===== config.mk =====
export PLATFORM = sky130hd
export DESIGN_NAME = img_io_ctrl
export DESIGN_NICKNAME = d
export VERILOG_FILES = /design/src/rtl/img_io_ctrl.sv
export SDC_FILE = /design/constraint.sdc
export NUM_CORES = 1
export LEC_CHECK = 0
export BUFFER_PORTS_ARGS = -buffer_cell sky130_fd_sc_hd__buf_2
export CORE_ASPECT_RATIO = 0.75
export CORE_MARGIN = 5
export CORE_UTILIZATION = 50
export DETAILED_ROUTE_END_ITERATION = 10
export GPL_TIMING_DRIVEN = 0
export PLACE_DENSITY_LB_ADDON = 0.25
export SYNTH_ARGS = -nofsm -noshare
export SYNTH_HDL_FRONTEND = slang
export SYNTH_SLANG_ARGS = --single-unit

===== constraint.sdc =====
create_clock -name clk -period 4.2 [get_ports clk]
set_clock_uncertainty 0.2 [all_clocks]
set_input_delay 0 -clock clk [delete_from_list [all_inputs] [get_ports clk]]
set_output_delay 0 -clock clk [all_outputs]
set_load 0.1 [all_outputs]

===== src/rtl/img_io_ctrl.sv =====
// Image I/O controller: loads a received image into RAM, hands the RAM to the
// CPU, then dumps a window of the RAM back out through the UART transmitter.
//
// Handshakes: rx_done is a level that must drop between bytes; exactly one
// write is made per high period. tx_start is a one-cycle pulse; the byte is
// acknowledged by a tx_done pulse, and tx_done is ignored unless a byte is
// outstanding. ram_we and ram_re are single-cycle strobes and are never high
// together.
module img_io_ctrl #(
  parameter int ADDR_W  = 16,
  parameter int RX_LEN  = 65536,
  parameter int TX_BASE = 0,
  parameter int TX_LEN  = 16384,
  parameter int RD_LAT  = 1
) (
  input  logic              clk,
  input  logic              reset,
  input  logic              rx_done,
  input  logic              start,
  input  logic              cpu_done,
  input  logic              tx_done,
  output logic              tx_start,
  output logic [ADDR_W-1:0] ram_addr,
  output logic              ram_we,
  output logic              ram_re,
  output logic              cpu_reset,
  output logic              sel,
  output logic              busy,
  output logic              err,
  output logic [7:0]        dbg_state
);

  localparam int CW = ADDR_W + 1;
  localparam logic [CW-1:0] RX_LAST   = CW'(RX_LEN - 1);
  localparam logic [CW-1:0] TX_LAST   = CW'(TX_LEN - 1);
  localparam logic [CW-1:0] TX_BASE_C = CW'(TX_BASE);
  localparam logic [1:0]    LAT_LAST  = 2'(RD_LAT - 1);

  typedef enum logic [1:0] {M_LOAD, M_PROC, M_DUMP} mode_e;
  typedef enum logic [2:0] {R_IDLE, R_ADDR, R_WE, R_INC, R_WAIT} rx_e;
  typedef enum logic [2:0] {T_IDLE, T_READ, T_LAT, T_SEND, T_WAIT} tx_e;

  mode_e             mode_q, mode_d;
  rx_e               rx_q, rx_d;
  tx_e               tx_q, tx_d;
  logic [CW-1:0]     wr_cnt_q, wr_cnt_d;
  logic [CW-1:0]     rd_cnt_q, rd_cnt_d;
  logic [1:0]        lat_q, lat_d;
  logic [ADDR_W-1:0] addr_q, addr_d;
  logic              we_q, we_d;
  logic              re_q, re_d;
  logic              txs_q, txs_d;
  logic              load_act_q, load_act_d;
  logic              dump_fin_q, dump_fin_d;
  logic              err_q, err_d;

  logic              load_done;
  logic              dump_done;
  logic              dump_go;
  logic [CW-1:0]     rd_addr;

  assign rd_addr = TX_BASE_C + rd_cnt_q;
  assign dump_go = (mode_q == M_PROC) && cpu_done && start;

  always_comb begin
    mode_d     = mode_q;
    rx_d       = rx_q;
    tx_d       = tx_q;
    wr_cnt_d   = wr_cnt_q;
    rd_cnt_d   = rd_cnt_q;
    lat_d      = lat_q;
    addr_d     = addr_q;
    we_d       = 1'b0;
    re_d       = 1'b0;
    txs_d      = 1'b0;
    load_act_d = load_act_q;
    dump_fin_d = dump_fin_q;
    err_d      = err_q;
    load_done  = 1'b0;
    dump_done  = 1'b0;

    // Receive path: one write per rx_done high period, only while loading.
    case (rx_q)
      R_IDLE: begin
        if (rx_done) begin
          if (mode_q == M_LOAD) begin
            addr_d     = wr_cnt_q[ADDR_W-1:0];
            load_act_d = 1'b1;
            rx_d       = R_ADDR;
          end else begin
            err_d = 1'b1;
          end
        end
      end
      R_ADDR: begin
        we_d = 1'b1;
        rx_d = R_WE;
      end
      R_WE: begin
        // Completion is taken from the strobe cycle so the CPU owns the RAM
        // the very next cycle.
        if (wr_cnt_q == RX_LAST) load_done = 1'b1;
        rx_d = R_INC;
      end
      R_INC: begin
        wr_cnt_d = (wr_cnt_q == RX_LAST) ? '0 : wr_cnt_q + 1'b1;
        rx_d     = R_WAIT;
      end
      R_WAIT: begin
        if (!rx_done) rx_d = R_IDLE;
      end
      default: rx_d = R_IDLE;
    endcase

    case (tx_q)
      T_IDLE: begin
        if (dump_go) begin
          rd_cnt_d = '0;
          tx_d     = T_READ;
        end
      end
      T_READ: begin
        addr_d = rd_addr[ADDR_W-1:0];
        re_d   = 1'b1;
        lat_d  = 2'd0;
        tx_d   = T_LAT;
      end
      T_LAT: begin
        if (lat_q == LAT_LAST) tx_d = T_SEND;
        else                   lat_d = lat_q + 2'd1;
      end
      T_SEND: begin
        txs_d = 1'b1;
        tx_d  = T_WAIT;
      end
      T_WAIT: begin
        if (tx_done) begin
          if (rd_cnt_q == TX_LAST) begin
            dump_done = 1'b1;
            tx_d      = T_IDLE;
          end else begin
            rd_cnt_d = rd_cnt_q + 1'b1;
            tx_d     = T_READ;
          end
        end
      end
      default: tx_d = T_IDLE;
    endcase

    case (mode_q)
      M_LOAD: begin
        if (load_done) begin
          load_act_d = 1'b0;
          mode_d     = M_PROC;
        end
      end
      M_PROC: begin
        if (dump_go) begin
          dump_fin_d = 1'b0;
          mode_d     = M_DUMP;
        end
      end
      M_DUMP: begin
        if (dump_done) dump_fin_d = 1'b1;
        // A held start keeps the dump mode parked after the last byte.
        if ((dump_fin_q || dump_done) && !start) begin
          dump_fin_d = 1'b0;
          wr_cnt_d   = '0;
          mode_d     = M_LOAD;
        end
      end
      default: mode_d = M_LOAD;
    endcase
  end

  always_ff @(posedge clk) begin
    if (reset) begin
      mode_q     <= M_LOAD;
      rx_q       <= R_IDLE;
      tx_q       <= T_IDLE;
      wr_cnt_q   <= '0;
      rd_cnt_q   <= '0;
      lat_q      <= 2'd0;
      addr_q     <= '0;
      we_q       <= 1'b0;
      re_q       <= 1'b0;
      txs_q      <= 1'b0;
      load_act_q <= 1'b0;
      dump_fin_q <= 1'b0;
      err_q      <= 1'b0;
    end else begin
      mode_q     <= mode_d;
      rx_q       <= rx_d;
      tx_q       <= tx_d;
      wr_cnt_q   <= wr_cnt_d;
      rd_cnt_q   <= rd_cnt_d;
      lat_q      <= lat_d;
      addr_q     <= addr_d;
      we_q       <= we_d;
      re_q       <= re_d;
      txs_q      <= txs_d;
      load_act_q <= load_act_d;
      dump_fin_q <= dump_fin_d;
      err_q      <= err_d;
    end
  end

  assign sel       = (mode_q == M_PROC);
  assign cpu_reset = ~sel;
  assign busy      = load_act_q | (mode_q == M_DUMP);
  assign ram_addr  = addr_q;
  assign ram_we    = we_q;
  assign ram_re    = re_q;
  assign tx_start  = txs_q;
  assign err       = err_q;
  assign dbg_state = {mode_q, rx_q, tx_q};

endmodule

==> results.md, run 1 <==
* Status: finished clean
* Sequential power share at 47.1%
* Global-route wire length before repair at 13,700 µm
* CTS sink count at 66
* Crit path required time at 4.23 ns
* Via count at 3,028
* Clock Pin Slew Worst Setup and Hold Paths at 0.07 ns
* Worst slew pin tran at 0.8462 ns
* PortBufs at 35
* Final hold viol count at 0
* Path depth of the worst reg2reg path at 8
* CP endpoint kind: flip-flop
* Post-DP HPWL at 5926 µm
* Layout cells sized above 1 at 14.59%
* Hold buffers post-CTS at 5
* Max FO, Critical Path at 10
* Cell variety after synth at 49
* Cells after synthesis at 369
* RR Startpoint: rd_cnt_q[1]
* Max-slew violations at 0
* Total track usage at 21.80%
* Worst Setup Start Kind: flip-flop
* Die area at 8095 µm²
* Global route overflow at 0
* Final WL at 8297 µm
* Post-synthesis sequential area ratio at 41.41%
* Fin crit share at 76.99%
* Leak pwr at 1.251 nW
* Int Pwr at 0.9233 mW
* CTS buffer count at 9
* DRT iter0 DRCs at 207
* Relative slew slack at 43.07%
* Die Height at 79.18 µm
* Syn_area_per_cell at 8.647 µm²
* Largest net degree at the start of global routing at 11
* CTS resizes at 0
* Switch share at 34.54%
* Initial antenna violation count at 0
* # rows at 25
* Initial core utilization at 51.00%
* Clk buf depth at 2
* Final setup violation count at 0
* Crit Path Class: flip-flop to flip-flop
* Post-synth ARST share at 0%
* Net Sw Power at 0.4871 mW
* Synth top area cells: dfxtp_1 41%, mux2i_1 5.6%, a211oi_1 4.9%
* RSZ-0062 raised after global routing: no
* Hold Path Class: input pin to flip-flop
* Worst-Skew Late Latency at 0.35 ns
* Routed wire per std cell at 16.40 µm
* Post-Place Cells at 485
* EDFF count, synth at 0
* Core Box Area at 6256 µm²
* Worst EP arrival at 3.27 ns
* Finished Layout Cells at 506
* Die Width at 102.2 µm
* Reg2reg end: mode_q[1]
* Area delta synth->final at 15.37%
* Peak supply drop at 245.5 µV
* Post-DRT Antenna Nets at 0
* Beginning of the critical path: rd_cnt_q[1]
* Clock network power share at 33.6%
* Yosys warns at 0
* RD Place Congestion at 0.8669
* Vias in the first global route at 2,776
* Nets at 429
* Postcts setup bufs at 0
* Max-cap viol count at 0
* Comb power frac at 19.3%
* DRC Markers at 0
* Mapped Area at 3191 µm²
* Top_reg_cell synth: dfxtp_1
* Clock Tree Root: clkbuf_8
* Via density at 5.984
* R2r setup slk at 0.97 ns
* Yosys reg bits at 66
* Max Fclk at 309.2 MHz
* Drt pass-1 iters at 5
* Setup TNS at 0 ns
* Area leader, netlist: dfxtp_1
* N_diodes at 0
* # H-tree levels at 3
* End of the worst hold path: load_act_q
* Post-Syn Nets at 378
* I/O Pins at 37
* Fin crit period at 3.234 ns
* Synth top area share at 41.41%
* HP Start: reset
* Hold depth at 3
* Cell Pwr Density at 383.2 nW/µm²
* CTS tree: built
[layout make-up]
type                    instances  area (µm²)
multi-input cells             271        1740
inverters                       9       33.78
fillers                       610        2575
repair buffers                 40       225.2
plain buffers                  23       95.09
clock buffers                  13       148.9
well taps                      81       101.3
clock inverters                 3       15.01
flip-flops and latches         66        1321
[stage by stage]
step | setup WS [ns] | hold WS [ns] | power, mW | area [µm²] | util (%)
2_1_floorplan | 0.4833 | -0.07617 | 0.9002 | 3191 | -
3_3_place_gp | 1.617 | 0.05445 | 0.9455 | 3467 | 55.42
6_report | 0.9663 | 0.03069 | 1.410 | 3681 | 58.84
4_1_cts | 1.068 | 0.02708 | 1.416 | 3681 | 58.84
5_1_grt | 0.7488 | 0.05849 | 1.466 | 3681 | 58.84
3_5_place_dp | 1.612 | 0.05134 | 0.9484 | 3467 | 55.42
[flip-flops by register name, indices dropped and copies added (netlist names)]
name and count:
tx_q 3, rd_cnt_q 17, tx_start 1, wr_cnt_q 17, ram_we 1, dump_fin_q 1
err 1, lat_q 2, load_act_q 1, mode_q 2, ram_addr 16, rx_q 3
ram_re 1
[power groups by stage]
stage | combinational [mW] | clock [mW] | sequential, mW
2_1_floorplan | 0.0719 | 0 | 0.828
3_3_place_gp | 0.267 | 0 | 0.679
3_5_place_dp | 0.269 | 0 | 0.679
4_1_cts | 0.272 | 0.479 | 0.665
5_1_grt | 0.286 | 0.513 | 0.668
6_report | 0.272 | 0.474 | 0.665
[layout by cell type (no fill, tap or decap), drive strengths merged, types with 3 or more instances in the layout]
cell         instances
nor2                30
nand2               24
dfxtp               66
or4                 12
inv                  9
a21oi               24
nand4               14
nand3               12
nand2b               8
nor3b                4
a211oi              21
clkinv               3
xor2                 3
clkbuf              29
o31ai                8
nor4                 9
xnor2               10
buf                 42
mux2i               18
o21ai                8
ha                   3
or3                  8
dlygate4sd3          5
nor3                23
[kinds of logic after synthesis]
group                      Yosys count  synth area share, %
AOI/OAI and AO/OA                   76                15.92
xor gates and xnor gates            13                3.569
adders and majority gates            3                1.177
buffers and inverters               32                4.039
DFF                                 66                41.41
muxes                               19                6.000
and+or+nand+nor                    160                27.88
[synth_stat cells (2+ instances only)]
cell type and n:
a211oi_1 21, a21oi_1 24, a22oi_1 2, and2_1 2, and4_1 2, buf_2 7, clkbuf_1 16, dfxtp_1 66
ha_1 3, inv_1 9, mux2i_1 18, nand2_1 24, nand2b_1 8, nand3_1 12, nand3b_1 2, nand4_1 13
nand4b_1 2, nand4bb_1 2, nor2_1 30, nor2b_1 2, nor3_1 23, nor3b_1 4, nor4_1 9, o21a_1 2
o21ai_0 7, o31ai_1 7, o41ai_1 2, or3_1 8, or4_1 11, xnor2_1 10, xor2_1 3
[worst max-delay path by stage]
stage | cells after the start | slack [ns] | endpoint
after global placement | 7 | 1.62 | mode_q[1]
after detailed placement | 7 | 1.61 | tx_q[0]
final | 8 | 0.97 | mode_q[1]
after CTS | 8 | 1.07 | mode_q[1]
after global routing | 8 | 0.75 | mode_q[1]
after floorplan | 2 | 0.48 | cpu_reset
[critical path, cell delays in order, from the launching register on]
cell and delay [ns]:
dfxtp_1 0.39, ha_1 0.32, nand4b_1 0.16, nor4_1 0.59, buf_2 0.33, buf_2 0.27, a21oi_1 0.11, o21a_1 0.18
dlygate4sd3_1 0.56
[layer usage]
metal,wire [µm],track usage [%],vias to the layer above
met3,520,6.146,8
met2,3536,32.81,102
met4,68,5.636,0
met1,4171,30.59,1428
li1,-,-,1490
met5,0,0,-
(Power assumes the default switching activity.)
==> run 2, diff against run 1 <==
--- a/config.mk
+++ b/config.mk
@@ -5,6 +5,7 @@
 export SDC_FILE = /design/constraint.sdc
 export NUM_CORES = 1
 export LEC_CHECK = 0
+export ABC_AREA = 1
 export BUFFER_PORTS_ARGS = -buffer_cell sky130_fd_sc_hd__buf_2
 export CORE_ASPECT_RATIO = 0.75
 export CORE_MARGIN = 5
==> constraint.sdc (replaced) <==
create_clock -name clk -period 3.35 [get_ports clk]
set_clock_uncertainty 0.2 [all_clocks]
set_input_delay 0 -clock clk [delete_from_list [all_inputs] [get_ports clk]]
set_output_delay 0 -clock clk [all_outputs]
set_load 0.1 [all_outputs]
==> results.md, run 2 <==
* Status: finished clean
* Initial core utilization at 52.14% (+1.1 points)
* Cell mode on critical path: nand2_1
* RSZ-0062 raised after global routing: no
* Final WL at 8361 µm (+0.77%)
* CP Cell Sequence: ha_1 > nand3_2 > nor2_4 > nand3_1 > nand2_1 > nand2_1 > nand2_1 > a21oi_1 > dlygate4sd3_1
* Die area at 8439 µm² (+4.2%)
* Total track usage at 21.08% (-0.73 points)
* Leak pwr at 1.452 nW (+16%)
* Final instance area at 3948 µm² (+7.2%)
* RD Place Congestion at 0.8998 (+3.8%)
* Clock Pin Slew Worst Setup and Hold Paths at 0.07 ns (about the same)
* Crit Path Class: flip-flop to flip-flop
* DRT iter0 DRCs at 242 (+17%)
* Final setup violation count at 0 (unchanged)
* Peak supply drop at 364.1 µV (+48%)
* CTS sink count at 66 (unchanged)
* Clock Tree Root: clkbuf_8
* CP endpoint kind: flip-flop
* Max FO, Critical Path at 6 (-4)
* Relative slew slack at 61.99% (+19 points)
* Fin crit period at 2.427 ns (-0.8071 ns)
* Largest net degree at the start of global routing at 12 (+1)
* Routed wire per std cell at 13.75 µm (-16%)
* Net Sw Power at 0.7366 mW (+51%)
* CTS tree: built
* Via density at 5.334 (-11%)
* Global-route wire length before repair at 14,430 µm (+5.3%)
* Pre-CTS setup slack at 1.244 ns (-0.3677 ns)
* Slowest stage delay, CP at 0.57 ns (-0.02 ns)
* Post-DP Area at 3625 µm² (+4.5%)
* Post-synth ARST share at 0% (unchanged)
* Worst slew pin tran at 0.5702 ns (-0.2761 ns)
* Postcts setup bufs at 0 (unchanged)
* Tot Pwr at 2.195 mW (+56%)
* Cell with the most instances after synthesis: nand2_1
* Delay-heaviest family, CP: simple AND/OR/NAND/NOR gates
* Synth top area cells: dfxtp_1 40%, nand2_1 13%, nor2_1 7.6%
* Vias in the first global route at 3,070 (+11%)
* # H-tree levels at 3 (unchanged)
* Final hold viol count at 0 (unchanged)
* Clk buf depth at 2 (unchanged)
* EDFF count, synth at 0 (unchanged)
* I/O Pins at 37 (unchanged)
* Global route overflow at 0 (unchanged)
* Layout cells sized above 1 at 17.46% (+2.9 points)
* Finished Layout Cells at 608 (+20%)
* Worst Setup Start Kind: flip-flop
* Syn_area_per_cell at 7.144 µm² (-17%)
* Worst Setup Slack, final at 0.9235 ns (-0.04286 ns)
* Clock network power share at 38.7% (+5.1 points)
* Max-cap viol count at 0 (unchanged)
* Smallest hold slack at 0.2656 ns (+0.2349 ns)
* Cells after synthesis at 468 (+27%)
* Worst path bufs/invs at 1 (-2)
* Setup TNS at 0 ns (unchanged)
* Final core utilization at 61.56% (+2.7 points)
* # rows at 25 (unchanged)
* Switch share at 33.55% (-0.98 points)
* DRC Markers at 0 (unchanged)
* Hold Path Class: flip-flop to flip-flop
* Post-synth top cells: 116 x nand2_1, 68 x nor2_1, 66 x dfxtp_1, 39 x inv_1, 25 x a21oi_1
* Worst-Skew Late Latency at 0.35 ns (about the same)
* Synth top area share at 39.52% (-1.9 points)
* Die Height at 80.82 µm (+2.1%)
* Top_reg_cell synth: dfxtp_1
* Int Pwr at 1.459 mW (+58%)
* Post-synthesis sequential area ratio at 39.52% (-1.9 points)
* Initial antenna violation count at 0 (unchanged)
* Crit path required time at 3.39 ns (-0.84 ns)
* Worst EP arrival at 2.47 ns (-0.80 ns)
* N_diodes at 0 (unchanged)
* Nets at 531 (+24%)
* Die Width at 104.4 µm (+2.1%)
* Drt pass-1 iters at 5 (unchanged)
* CTS buffer count at 9 (unchanged)
* Post-DRT Antenna Nets at 0 (unchanged)
* Yosys reg bits at 66 (unchanged)
* Via count at 3,243 (+7.1%)
* Max Fclk at 412.1 MHz (+33%)
* Post-Place Cells at 585 (+21%)
* Post-Syn Nets at 477 (+26%)
* Yosys warns at 0 (unchanged)
* PortBufs at 36 (+2.9%)
* Most frequent cells in the layout: 116 x nand2_1, 68 x nor2_1, 66 x dfxtp_1, 39 x inv_1, 37 x buf_2
* Cell at the slowest stage of the critical path: dlygate4sd3_1
* Comb power frac at 22.3% (+3.0 points)
* Area leader, netlist: dfxtp_1
* Area delta synth->final at 18.08%
* Most common cell after layout, fill and taps aside: nand2_1
* Fillers at 593 (-2.8%)
* Sequential power share at 39.0% (-8.1 points)
* Cell variety after synth at 35 (-29%)
* Post-DP HPWL at 6153 µm (+3.8%)
* Mapped Area at 3343 µm² (+4.8%)
* Cell Pwr Density at 556.1 nW/µm² (+45%)
* Fin crit share at 72.43% (-4.6 points)
* Core Box Area at 6412 µm² (+2.5%)
* Max-slew violations at 0 (unchanged)
## run 2: layer usage
metal	part of all wire, %	track usage (%)	wire length (µm)	vias up
met5	0	0	0	-
met2	42	32.68	3502	106
met4	1.9	8.538	161	0
met3	7.1	6.354	590	19
met1	49	27.62	4106	1491
li1	-	-	-	1627
## run 2: worst paths after layout
kind	from	slack, ns	end	depth (start not counted)
max	rd_cnt_q[0]	0.92	mode_q[1]	9
max reg2reg	rd_cnt_q[0]	0.92	mode_q[1]	9
min reg2reg	lat_q[1]	0.27	lat_q[1]	2
min	lat_q[1]	0.27	lat_q[1]	2
## run 2: what timing repair did
| action | 4_1_cts | 5_1_grt |
|---|---|---|
| hold buffers | 7 | 0 |
| gates resized for setup | 0 | 0 |
| endpoints found under the hold margin | 15 | 0 |
## run 2: power groups by stage
stage	sequential (mW)	clock [mW]	combinational, mW
floorplan	1.10	0	0.167
global placement	0.871	0	0.481
detailed placement	0.873	0	0.485
CTS	0.855	0.861	0.491
global route	0.860	0.904	0.521
finish	0.856	0.849	0.490
## run 2: cells by family (layout without fill, tap and decap cells)
logic type	after synthesis	after routing	synth area share, %
buf+inv	60	119	8.158
fa+ha+maj	3	3	1.123
flops	66	66	39.52
xor+xnor	22	22	5.764
compound gates	72	72	12.28
mux	1	1	0.2994
simple gates	244	244	32.86
## run 2: cell type report
class                      count  area [µm²]  share of cell area [%]
clock inverter                 4       97.59                   2.472
clock buffer                  12       155.1                   3.930
multi-input combinational    342        1749                   44.31
tap                           81       101.3                   2.567
sequential                    66        1321                   33.47
inverter                      45       168.9                   4.279
timing repair buffer          43       250.2                   6.339
buffer                        15       103.9                   2.631
## run 2: tightest hold or removal path: stages (launching register included)
cell	delay (ns)
dfxtp_1	0.31
nand2_1	0.06
a21oi_1	0.05
==> run 3, diff against run 2 <==
==> constraint.sdc (replaced) <==
create_clock -name clk -period 2.3 [get_ports clk]
set_clock_uncertainty 0.2 [all_clocks]
set_input_delay 0 -clock clk [delete_from_list [all_inputs] [get_ports clk]]
set_output_delay 0 -clock clk [all_outputs]
set_load 0.1 [all_outputs]
==> results.md, run 3 (synthesized netlist as in run 2, its figures left out) <==
* CTS buffer count at 9 (unchanged)
* DRC Markers at 0 (unchanged)
* RSZ-0062 raised after global routing: no
* Crit path required time at 2.38 ns (-1.01 ns)
* Final WL at 8381 µm (+0.24%)
* Max Fclk at 473.4 MHz (+15%)
* Fin crit share at 91.85% (+19 points)
* Clk buf depth at 2 (unchanged)
* Clock Pin Slew Worst Setup and Hold Paths at 0.07 ns (about the same)
* Initial core utilization at 52.14% (unchanged)
* Fin crit period at 2.112 ns (-0.3141 ns)
* Hold Path Class: flip-flop to flip-flop
* Vias in the first global route at 3,009 (-2.0%)
* Global route overflow at 0 (unchanged)
* Die Width at 104.4 µm (unchanged)
* Path depth of the worst reg2reg path at 10 (+1)
* Layout cells sized above 1 at 20.83% (+3.4 points)
* Final hold viol count at 0 (unchanged)
* N_diodes at 0 (unchanged)
* Most common cell after layout, fill and taps aside: nand2_1
* Crit Path Class: flip-flop to flip-flop
* Via count at 3,137 (-3.3%)
* Final core utilization at 61.80% (+0.23 points)
* Worst EP arrival at 2.19 ns (-0.28 ns)
* Pre-CTS setup slack at 0.1769 ns (-1.068 ns)
* DRT iter0 DRCs at 220 (-9.1%)
* Max FO, Critical Path at 10 (+4)
* Initial antenna violation count at 0 (unchanged)
* Worst Setup Start Kind: flip-flop
* Via density at 5.151 (-3.4%)
* Most frequent cells in the layout: 108 x nand2_1, 68 x nor2_1, 62 x dfxtp_1, 39 x inv_1, 37 x buf_2
* CTS tree: built
* Die Height at 80.82 µm (unchanged)
* # H-tree levels at 3 (unchanged)
* I/O Pins at 37 (unchanged)
* CTS sink count at 66 (unchanged)
* Drt pass-1 iters at 4 (-1)
* Leak pwr at 1.464 nW (+0.77%)
* PortBufs at 36 (unchanged)
* Largest net degree at the start of global routing at 12 (unchanged)
* Nets at 532 (+0.19%)
* Worst-Skew Late Latency at 0.35 ns (about the same)
* Final setup violation count at 0 (unchanged)
* Worst slew pin tran at 0.5749 ns (+0.004744 ns)
* RD Place Congestion at 0.9050 (+0.58%)
* Relative slew slack at 61.67% (-0.32 points)
* Max-cap viol count at 0 (unchanged)
* Peak supply drop at 452.9 µV (+24%)
* Global-route wire length before repair at 14,430 µm (unchanged)
* Routed wire per std cell at 13.76 µm (about the same)
* # rows at 25 (unchanged)
* Clock Tree Root: clkbuf_8
* CTS resizes at 0 (unchanged)
* Max-slew violations at 0 (unchanged)
* Total track usage at 21.29% (+0.21 points)
* Cell Pwr Density at 768.9 nW/µm² (+38%)
* Finished Layout Cells at 609 (+0.16%)
* Die area at 8439 µm² (unchanged)
* Area delta synth->final at 18.53%
* Status: finished clean
* Worst Setup Slack, final at 0.1876 ns (-0.7359 ns)
* CP endpoint kind: flip-flop
* Post-Place Cells at 585 (unchanged)
* Post-DP Area at 3666 µm² (+1.1%)
* Post-DRT Antenna Nets at 0 (unchanged)
* Final instance area at 3963 µm² (+0.38%)
* Core Box Area at 6412 µm² (unchanged)
* Post-DP HPWL at 6252 µm (+1.6%)
* Hold depth at 2 (unchanged)
-- run 3: cell count changes in the layout (fill, tap and decap cells not counted), sizes merged --
| cell | delta |
|---|---|
| buf | +3 |
| bufinv | -2 |
| dlygate4sd3 | -2 |
| clkbuf | +1 |
| clkinvlp | +1 |
-- run 3: worst max-delay path: stages (launching register included) --
cell and delay [ns]:
dfxtp_1 0.43, ha_1 0.29, nand3_2 0.16, nor2_4 0.20, nand3_2 0.10, nand2_2 0.09, nor2_2 0.05, inv_2 0.12
buf_6 0.18, nand2_1 0.06, a21oi_1 0.15
-- run 3: final cells by class --
class / instances / area, µm²
clock buffer: 13 / 178.9
buffer: 15 / 103.9
sequential: 66 / 1329
inverter: 45 / 168.9
clock inverter: 3 / 45.04
fill: 597 / 2450
tap: 81 / 101.3
timing repair buffer: 44 / 252.7
multi-input combinational: 342 / 1783
-- run 3: where the power goes --
| group | internal (mW) | switching [mW] | total, mW |
|---|---|---|---|
| Clock | 0.619 | 0.455 | 1.07 |
| Combinational | 0.148 | 0.578 | 0.726 |
| Sequential | 1.20 | 0.0473 | 1.25 |
-- run 3: path summary, 6_finish.rpt --
check / startpoint / endpoint / slack, ns
setup / recovery: rd_cnt_q[1] / rd_cnt_q[8] / 0.19
hold / removal: lat_q[1] / lat_q[1] / 0.26
setup reg to reg: rd_cnt_q[1] / rd_cnt_q[8] / 0.19
hold reg to reg: lat_q[1] / lat_q[1] / 0.26
-- run 3: metal layers --
layer	track usage [%]	share of wire (%)	wire, µm	vias to the layer above
li1	-	-	-	1621
met1	29.37	50	4211	1428
met2	32.11	42	3501	82
met3	7.625	7.1	596	6
met4	4.657	0.85	71	0
met5	0	0	0	-
-- run 3: metrics by stage --
step	total power, mW	hold slack (ns)	setup TNS, ns
finish	3.047	0.2618	0
global route	3.181	0.3020	0
CTS	3.070	0.2525	0
detailed placement	1.989	0.1035	0
global placement	1.982	0.07956	0
floorplan	1.856	-0.05510	-0.4498
-- run 3: what timing repair did --
action | CTS | global route
hold buffers | 5 | 0
setup buffers | 0 | 3
hold endpoints to repair | 15 | 0
setup endpoints to repair | 0 | 16
